File: src/rtl/gpu_pkg.sv
// Shared package for the GPU datapath blocks.
// Holds the parallel-to-serial converter FSM state type.
package gpu_pkg;

  // IDLE: waiting for a beat; SHIFT: presenting words from the array.
  typedef enum logic [0:0] {
    IDLE  = 1'b0,
    SHIFT = 1'b1
  } p2s_state_t;

endpackage : gpu_pkg

File: src/rtl/par_to_ser.sv
// par_to_ser: accepts a beat of up to DEPTH packed words and emits them one
// word per output transfer, lowest word first.
//
// Ports:
//   clk        single clock, all state changes on posedge
//   rst        synchronous active-high reset
//   clk_en     global advance enable; low freezes all state and transfers
//   in_valid   upstream beat valid
//   in_ready   block can accept a beat this cycle
//   in_data    packed words, word k = in_data[k*WIDTH +: WIDTH]
//   in_count   valid words in the beat (values above DEPTH clamp to DEPTH)
//   out_valid  out_data holds a valid word
//   out_ready  downstream accepts the word
//   out_data   current word (array slot 0)
//   out_last   current word is the final word of its beat
//   busy       high while shifting out a beat
module par_to_ser
  import gpu_pkg::*;
#(
  parameter int WIDTH = 8,
  parameter int DEPTH = 4
) (
  input  logic                       clk,
  input  logic                       rst,
  input  logic                       clk_en,
  input  logic                       in_valid,
  output logic                       in_ready,
  input  logic [WIDTH*DEPTH-1:0]     in_data,
  input  logic [$clog2(DEPTH+1)-1:0] in_count,
  output logic                       out_valid,
  input  logic                       out_ready,
  output logic [WIDTH-1:0]           out_data,
  output logic                       out_last,
  output logic                       busy
);

  localparam int CW = $clog2(DEPTH + 1);
  localparam logic [CW-1:0] DEPTH_C = CW'(DEPTH);
  localparam logic [CW-1:0] ONE_C   = CW'(1);
  localparam logic [CW-1:0] ZERO_C  = CW'(0);

  p2s_state_t       state_r;
  logic [CW-1:0]    remaining_r;
  logic [WIDTH-1:0] words_r [DEPTH];

  logic             accept_s;
  logic             xfer_s;
  logic [CW-1:0]    count_s;

  // Beats may claim more words than the array holds; never shift past it.
  function automatic logic [CW-1:0] clamp_count(input logic [CW-1:0] c);
    if (c > DEPTH_C) begin
      return DEPTH_C;
    end else begin
      return c;
    end
  endfunction

  // Outputs come straight from state registers: slot 0 is always the head word.
  assign out_valid = (state_r == SHIFT);
  assign busy      = (state_r == SHIFT);
  assign out_last  = (state_r == SHIFT) && (remaining_r == ONE_C);
  assign out_data  = words_r[0];

  // A new beat may enter while the final word leaves, giving gapless streaming.
  // in_ready is held low during reset so nothing is accepted into a clearing block.
  assign in_ready = clk_en && !rst &&
                    ((state_r == IDLE) || (out_valid && out_ready && out_last));

  assign accept_s = in_valid && in_ready;
  assign xfer_s   = clk_en && out_valid && out_ready;
  assign count_s  = clamp_count(in_count);

  // Converter FSM with word array: parallel load on accept, shift-down on transfer.
  always_ff @(posedge clk) begin
    if (rst) begin
      state_r     <= IDLE;
      remaining_r <= ZERO_C;
      for (int k = 0; k < DEPTH; k++) begin
        words_r[k] <= WIDTH'(0);
      end
    end else if (clk_en) begin
      case (state_r)
        IDLE: begin
          // Zero-count beats are consumed with no effect.
          if (accept_s && (count_s != ZERO_C)) begin
            for (int k = 0; k < DEPTH; k++) begin
              words_r[k] <= in_data[k*WIDTH +: WIDTH];
            end
            remaining_r <= count_s;
            state_r     <= SHIFT;
          end else begin
            state_r <= IDLE;
          end
        end
        SHIFT: begin
          if (accept_s && (count_s != ZERO_C)) begin
            // Only reachable while the last word transfers: reload in place.
            for (int k = 0; k < DEPTH; k++) begin
              words_r[k] <= in_data[k*WIDTH +: WIDTH];
            end
            remaining_r <= count_s;
            state_r     <= SHIFT;
          end else if (xfer_s) begin
            for (int k = 0; k < DEPTH - 1; k++) begin
              words_r[k] <= words_r[k+1];
            end
            words_r[DEPTH-1] <= WIDTH'(0);
            remaining_r      <= remaining_r - ONE_C;
            if (remaining_r == ONE_C) begin
              state_r <= IDLE;
            end else begin
              state_r <= SHIFT;
            end
          end else begin
            state_r <= SHIFT;
          end
        end
        default: begin
          state_r     <= IDLE;
          remaining_r <= ZERO_C;
        end
      endcase
    end else begin
      state_r <= state_r;
    end
  end

endmodule : par_to_ser

File: config.mk
export PLATFORM = sky130hd
export DESIGN_NAME = par_to_ser
export DESIGN_NICKNAME = d
export VERILOG_FILES = /design/src/rtl/gpu_pkg.sv /design/src/rtl/par_to_ser.sv
export SDC_FILE = /design/constraint.sdc
export NUM_CORES = 1
export LEC_CHECK = 0
export CAP_MARGIN = 25
export CELL_PAD_IN_SITES_DETAIL_PLACEMENT = 0
export CELL_PAD_IN_SITES_GLOBAL_PLACEMENT = 1
export CORE_MARGIN = 2
export CORE_UTILIZATION = 30
export DETAILED_ROUTE_END_ITERATION = 8
export PLACE_DENSITY_LB_ADDON = 0.1
export SETUP_SLACK_MARGIN = 0.4
export SLEW_MARGIN = 0
export SYNTH_ARGS = -nofsm -noshare
export SYNTH_HDL_FRONTEND = slang
export SYNTH_SLANG_ARGS = --single-unit
File: constraint.sdc
create_clock -name clk -period 4.1 [get_ports clk]
set_clock_uncertainty 0.2 [all_clocks]
set_input_delay 0.615 -clock clk [delete_from_list [all_inputs] [get_ports clk]]
set_output_delay 0.615 -clock clk [all_outputs]
set_load 0.005 [all_outputs]
### Yosys cells after proc, flatten, opt, wreduce, memory -nomap -nowiden

Memory sizes are Yosys's and may differ from the RTL's.
Index checks and enable logic that the tools add are counted.

* memory bits (writable): 32
* input bits: 40
* flip-flop bits (word level): 4
* word-level logic and storage cells: 72
* memories kept: 1

* equal/unequal tests: 3
* reduce and logical (&&, ||, !) cells: 13
* magnitude comparators: 1
* add/sub/neg operators: 1
* bitwise gates (word level): 13
* multiplexer cells: 38

Memories
* words_r: depth 4, width 8, read ports 4, clocked after memory_dff 0, wr ports 4, line par_to_ser.sv:44 `logic [WIDTH-1:0] words_r [DEPTH];`

Operators with widths (number)
* 8-bit 2-to-1 mux: 12
* 1-bit 2-to-1 mux: 20
* 3-bit 2-to-1 mux: 4
* 1-bit bitwise OR: 12
* 1-bit logical AND: 9
* 3-bit one-hot mux with 2 select lines: 1
* 3-bit by 1-bit equality test with 1-bit output, second input constant: 1
* 3-bit greater-than comparator, second input constant: 1
* 3-bit by 1-bit != test with 1-bit output, second input constant: 1
* 3-bit AND reduction: 1
* 3-bit nonzero test: 1
* 3-bit by 1-bit subtractor with 3-bit output, second input constant: 1
* 2-bit by 1-bit != test with 1-bit output, second input constant: 1
* 1-bit one-hot mux with 2 select lines: 1
* 1-bit logical NOT: 1
* 1-bit logical OR: 1
* 1-bit NOT: 1

### Depth between registers and ports, before layout

Gate-level depths: netlist of the first run.

* depth after elaboration: 15
* gate-level depth with buffers: 7
* depth with buffers taken out: 6

### Least setup slack after synthesis of the first run

OpenSTA, ideal clock, no wires.

* path kind: input to register
* start: input port rst
* end: memory words_r[0][7] (data pin)
* library setup time: 0.260 ns
* required time: 3.640 ns
* path slack: 2.145 ns
* stages: 5
* arrival time: 1.494 ns
* cells stage by stage: buf_2 -> nand2b_4 -> a211oi_4 -> buf_2 -> o21ai_1

RTL lines
* start, declared: line par_to_ser.sv:24 `input logic rst,`
* end, declared: line par_to_ser.sv:44

### Final worst setup path of the first run

* start: input port rst
* end: output port in_ready

* longest elaborated chain between the ends: 3

RTL lines
* 1-bit logical NOT: line par_to_ser.sv:67 `assign in_ready = clk_en && !rst &&`
* 1-bit logical AND (2 in series): line par_to_ser.sv:67
* end, declared: line par_to_ser.sv:27 `output logic in_ready,`

No other way between the ends.

==> impl_results.md, run 1 <==
- Post-route setup TNS: 0 ns
- Adder-Cell Fraction of Synth Area: 1.39%
- Place WS: 1.19 ns
- RR Startpoint: busy
- Largest net degree at the start of global routing: 63
- Pleak: 0.862 nW
- Worst Max-Slew Pin Slew: 0.741 ns
- Die ar.: 0.00665 sq mm
- Inserted Diodes: 0
- Register area share after synthesis: 57.7%
- Share of cells above drive strength 1: 10.4%
- I/O Pins: 52
- CTS tree: built
- Post-route ant nets: 0
- Via count: 1203
- Min Clock Period, post-route: 2.87 ns
- Mapped Area: 0.00180 sq mm
- Post-DP HPWL: 2290 um
- Reg-to-reg endpoint: words_r[1][2]
- Setup crit start kind: input pin
- Hold Startpoint: words_r[2][5]
- Commonest cells after routing, fill and taps aside: clkdlybuf4s50_1 (51), nand2_1 (49), edfxtp_1 (32)
- Largest family of logic cells by synthesized area: simple AND/OR/NAND/NOR gates
- Hold Crit Depth: 2
- Non-filler instance count after layout: 286
- Synth Area in Compound Gates: 15.0%
- Max IR drop VDD: 114 uV
- Final RePlAce weighted congestion: 0.753
- Max cap viols: 0
- IO buf count: 51
- First-pass GRT wire length: 5350 um
- Warnings, synthesis: 0
- Outcome: finished, final reports clean
- R2R Setup Slk: 1.99 ns
- Vias per inst: 4.21
- Post-CTS Setup Inserts: 0
- Pins Over Slew Limit: 0
- Syn nets: 205
- Crit path DAT: 2.05 ns
- Worst Hold End: words_r[1][5]
- CTS Hold Buffers Added: 0
- Synth Area in XOR/XNOR: 0.485%
- Number of DRC markers in iteration 0: 55
- Worst setup margin: 1.23 ns
- Layout area overhead: 32.7%
- Clock tree buffer depth: 2
- Worst endpoint required time: 3.28 ns
- Initial DRT Pass Iterations: 4
- Worst setup EP type: primary output
- Inst Count DP: 278
- Rows: 28
- CTS buffer count: 5
- Synthesized instance count: 163
- Hold WC Path Type: reg2reg
- Number of synthesized register bits: 36
- Final nets: 252
- Proportion of synthesized area in mux cells: 0%
- CTS HTree Levels: 2
- Routed WL: 3180 um
- Clock Tree Root: clkbuf_8
- Worst Setup SP: rst
- Commonest non-fill, non-tap cell in the layout: clkdlybuf4s50_1
- Initial antenna violation count: 0
- Post-synthesis simple-gate area fraction: 19.2%
- Grt total ovfl: 0
- Clock Latency Late Sink: 0.28 ns
- Core ar.: 0.00585 sq mm
- Hold Vio Cnt, Final: 0
- PD cells: 320 mW/mm^2
- RSZ-0062 raised after global routing: false
- Relative slew slack: 50.6%
- Unique masters post-synth: 33
- CTS sink count: 36
- Reg clk slew, reported paths: 0.07 ns
- Die X: 81.6 um
- Critical path peak fanout: 10
- Remaining DRCs: 0
- Avg Inst Size Synth: 11.1 sq um
- Routed length per instance: 11.1 um
- Number of setup violations in the final report: 0
- Period utilisation layout: 69.9%
- Kind of critical path: in2out
- Die Span Y: 81.6 um
- Initial core utilization: 30.8%
- Post-CTS Resized: 0
- Global Route Usage Sum: 10.8%
- Worst r2r path cells: 4
- Fmax: 349 MHz
- Vias in the first global route: 1169
==> state kept, by name, indices dropped and copies added, names as in the netlist <==
signal       count
busy             1
words_r         32
remaining_r      3
==> area by class of cell <==
type                            instances  area [sq um]
Clock buffer                            7          76.3
Clock inverter                          1          3.75
Tap cell                               75          93.8
Multi-Input combinational cell        112           651
Sequential cell                        36          1040
Fill cell                             553          3460
Inverter                                3          11.3
Timing Repair Buffer                   52           518
==> cell usage after synthesis, drive strengths merged <==
library cell,instances,area share [%]
a211o,1,0.49
a211oi,1,1.1
a21boi,1,0.42
a21o,4,1.7
a21oi,4,1.1
and2,8,2.8
and2b,1,0.42
and3,1,0.35
and3b,2,0.97
buf,9,4.9
clkbuf,3,0.69
dfxtp,4,4.4
edfxtp,32,53
ha,2,1.4
inv,3,0.62
nand2,49,10
nand2b,2,1.1
nand3b,3,1.9
nor2,1,0.21
nor2b,1,0.35
nor3,2,0.55
o21ai,26,9.5
o31ai,1,0.69
or2,1,0.35
xnor2,1,0.49
==> power breakdown <==
group          switching, mW  total [mW]  internal, mW  leakage [nW]
Combinational         0.0407       0.101        0.0606         0.450
Clock                  0.113       0.231         0.118        0.0399
Sequential           0.00784       0.435         0.427         0.373
==> layer usage <==
metal	GRT usage, %	vias up	part of all wire, %	wire (um)
met3	4.29	5	6.9	220
met2	16.1	43	42	1330
li1	-	653	-	-
met5	0	-	0	0
met4	4.07	0	1.4	44
met1	13.9	502	50	1580
==> metrics by stage <==
stage	utilization (%)	area (sq um)	power, mW	hold slack (ns)
floorplan	-	1800	0.486	0.343
global placement	39.6	2310	0.545	0.355
detailed placement	39.6	2310	0.546	0.356
CTS	40.9	2390	0.779	0.371
global route	40.9	2390	0.805	0.394
finish	40.9	2390	0.767	0.368
==> worst max-delay path, stage by stage <==
cell             delay, ns
clkdlybuf4s50_1       0.58
nand2b_4              0.24
a21oi_1               0.11
clkdlybuf4s50_1       0.51
==> how the worst max path moves through the flow <==
stage / endpoint / slack (ns) / depth (start not counted)
final: in_ready / 1.23 / 4
after global routing: in_ready / 1.17 / 4
after CTS: in_ready / 1.23 / 4
after detailed placement: words_r[0][1] / 1.19 / 5
after global placement: in_ready / 1.23 / 4
after floorplan: words_r[0][7] / 2.15 / 5
==> cells by family after synthesis <==
family,Yosys count
and+or+nand+nor,71
xor gates and xnor gates,1
AOI/OAI and AO/OA,38
DFF,36
adders and majority gates,2
buffers and inverters,15
No activity file was read; power rests on OpenSTA's default activity.
==> run 2, diff against run 1 <==
==> constraint.sdc (replaced) <==
create_clock -name clk -period 2.55 [get_ports clk]
set_clock_uncertainty 0.2 [all_clocks]
set_input_delay 0.3825 -clock clk [delete_from_list [all_inputs] [get_ports clk]]
set_output_delay 0.3825 -clock clk [all_outputs]
set_load 0.005 [all_outputs]
==> run 2 against run 1 <==
- global-route usage fell by 0.20 points
- worst hold slack better by 0.0025 ns
- via count up 3.9%
- setup slack worse by 0.75 ns
- critical path type is now reg2out
- critical path depth down 2
- combinational power increased by 66%
- critical endpoint is now out_last
- cell area is 2.4% higher
- power is 62% higher
- largest cell class unchanged
- largest power group unchanged
- register-to-register slack worse by 1.2 ns
- utilization is 0.98 points higher
- first-iteration DRC count increased by 140%
==> impl_results.md, run 2 (synthesis gave the netlist of run 1 again) <==
- Outcome: finished, final reports clean
- Initial DRT Pass Iterations: 6
- Rows: 28
- Largest net degree at the start of global routing: 63
- Commonest non-fill, non-tap cell in the layout: nand2_1
- Critical path peak fanout: 9
- Place WS: 0.198 ns
- IO buf count: 51
- Grt total ovfl: 0
- Via count: 1250
- Die X: 81.6 um
- Post-DP HPWL: 2380 um
- Core ar.: 0.00585 sq mm
- Final nets: 255
- Routed WL: 3320 um
- Vias per inst: 4.33
- Top reg by flops: words_r
- Clock Tree Root: clkbuf_8
- Reg clk slew, reported paths: 0.06 ns
- Initial core utilization: 30.8%
- Post-route setup TNS: 0 ns
- CTS tree: built
- Pleak: 0.891 nW
- Clock Latency Late Sink: 0.28 ns
- Hold Crit Depth: 2
- Pins Over Slew Limit: 0
- Worst Max-Slew Pin Slew: 0.335 ns
- Number of setup violations in the final report: 0
- Max IR drop VDD: 200 uV
- Global Route Usage Sum: 10.6%
- CTS HTree Levels: 2
- Clock tree buffer depth: 2
- Layout area overhead: 35.9%
- Relative slew slack: 77.7%
- CTS sink count: 36
- Worst endpoint required time: 1.97 ns
- Fmax: 483 MHz
- Hold Vio Cnt, Final: 0
- Kind of critical path: reg2out
- Final RePlAce weighted congestion: 0.714
- Vias in the first global route: 1130
- Routed length per instance: 11.5 um
- I/O Pins: 52
- Number of flip-flops in the largest register: 32
- Initial antenna violation count: 0
- Commonest cells after routing, fill and taps aside: nand2_1 (49), clkdlybuf4s50_1 (48), edfxtp_1 (32)
- CP peak stage delay: 0.51 ns
- Post-route ant nets: 0
- Number of DRC markers in iteration 0: 131
- Util after Layout: 41.9%
- Worst r2r path cells: 6
- Hold WC Path Type: reg2reg
- Period utilisation layout: 81.2%
- PnR Total Power: 1.25 mW
- Worst setup EP type: primary output
- Inserted Diodes: 0
- Remaining DRCs: 0
- Worst setup margin: 0.478 ns
- PD cells: 508 mW/mm^2
- First-pass GRT wire length: 5240 um
- RSZ-0062 raised after global routing: false
- Die Span Y: 81.6 um
- Max cap viols: 0
- Crit path DAT: 1.49 ns
- Min Clock Period, post-route: 2.07 ns
- Setup crit start kind: flip-flop
- Share of cells above drive strength 1: 13.1%
- CTS buffer count: 5
- Fin Hold WS: 0.370 ns
- Slowest-stage cell, CP: dfxtp_1
- Post-CTS Setup Inserts: 0
- Die ar.: 0.00665 sq mm
- CTS Hold Buffers Added: 0
- Worst-path cell chain: and3b_1 -> clkdlybuf4s50_1
-- run 2: cell type report --
class / instances / area (sq um)
clock inverters: 1 / 3.75
fillers: 567 / 3400
well taps: 75 / 93.8
multi-input cells: 112 / 663
repair buffers: 55 / 562
clock buffers: 7 / 76.3
inverters: 3 / 11.3
flip-flops and latches: 36 / 1040
-- run 2: what timing repair did --
item | CTS | global route
setup endpoints to repair | 1 | 10
pin swaps | 0 | 0
gates resized for setup | 7 | 1
-- run 2: per-layer routing --
metal	vias up	track usage, %	share of wire, %
met5	-	0	0
met4	0	4.07	0.69
met3	2	4.18	10
met2	50	16.1	45
met1	540	13.4	44
li1	658	-	-
-- run 2: path summary, 6_finish.rpt --
path	from	endpoint	slack, ns
setup / recovery	busy	out_last	0.48
hold / removal	words_r[1][4]	words_r[0][4]	0.37
setup reg to reg	remaining_r[1]	words_r[1][7]	0.75
hold reg to reg	words_r[1][4]	words_r[0][4]	0.37
-- run 2: metrics by stage --
step,area (sq um),cells
2_1_floorplan,1800,163
3_3_place_gp,2360,281
3_5_place_dp,2360,281
4_1_cts,2450,289
5_1_grt,2450,289
6_report,2450,289
-- run 2: critical path: cells and delay by family, from the launching register on --
| kind | cells | cell delay, ns |
|---|---|---|
| flip-flops | 1 | 0.51 |
| buffers and inverters | 1 | 0.49 |
| AND/OR/NAND/NOR | 1 | 0.21 |
-- run 2: power by group --
| group | internal (mW) | switching [mW] | total (mW) |
|---|---|---|---|
| clock network | 0.190 | 0.187 | 0.377 |
| registers | 0.687 | 0.0137 | 0.701 |
| logic | 0.101 | 0.0672 | 0.168 |
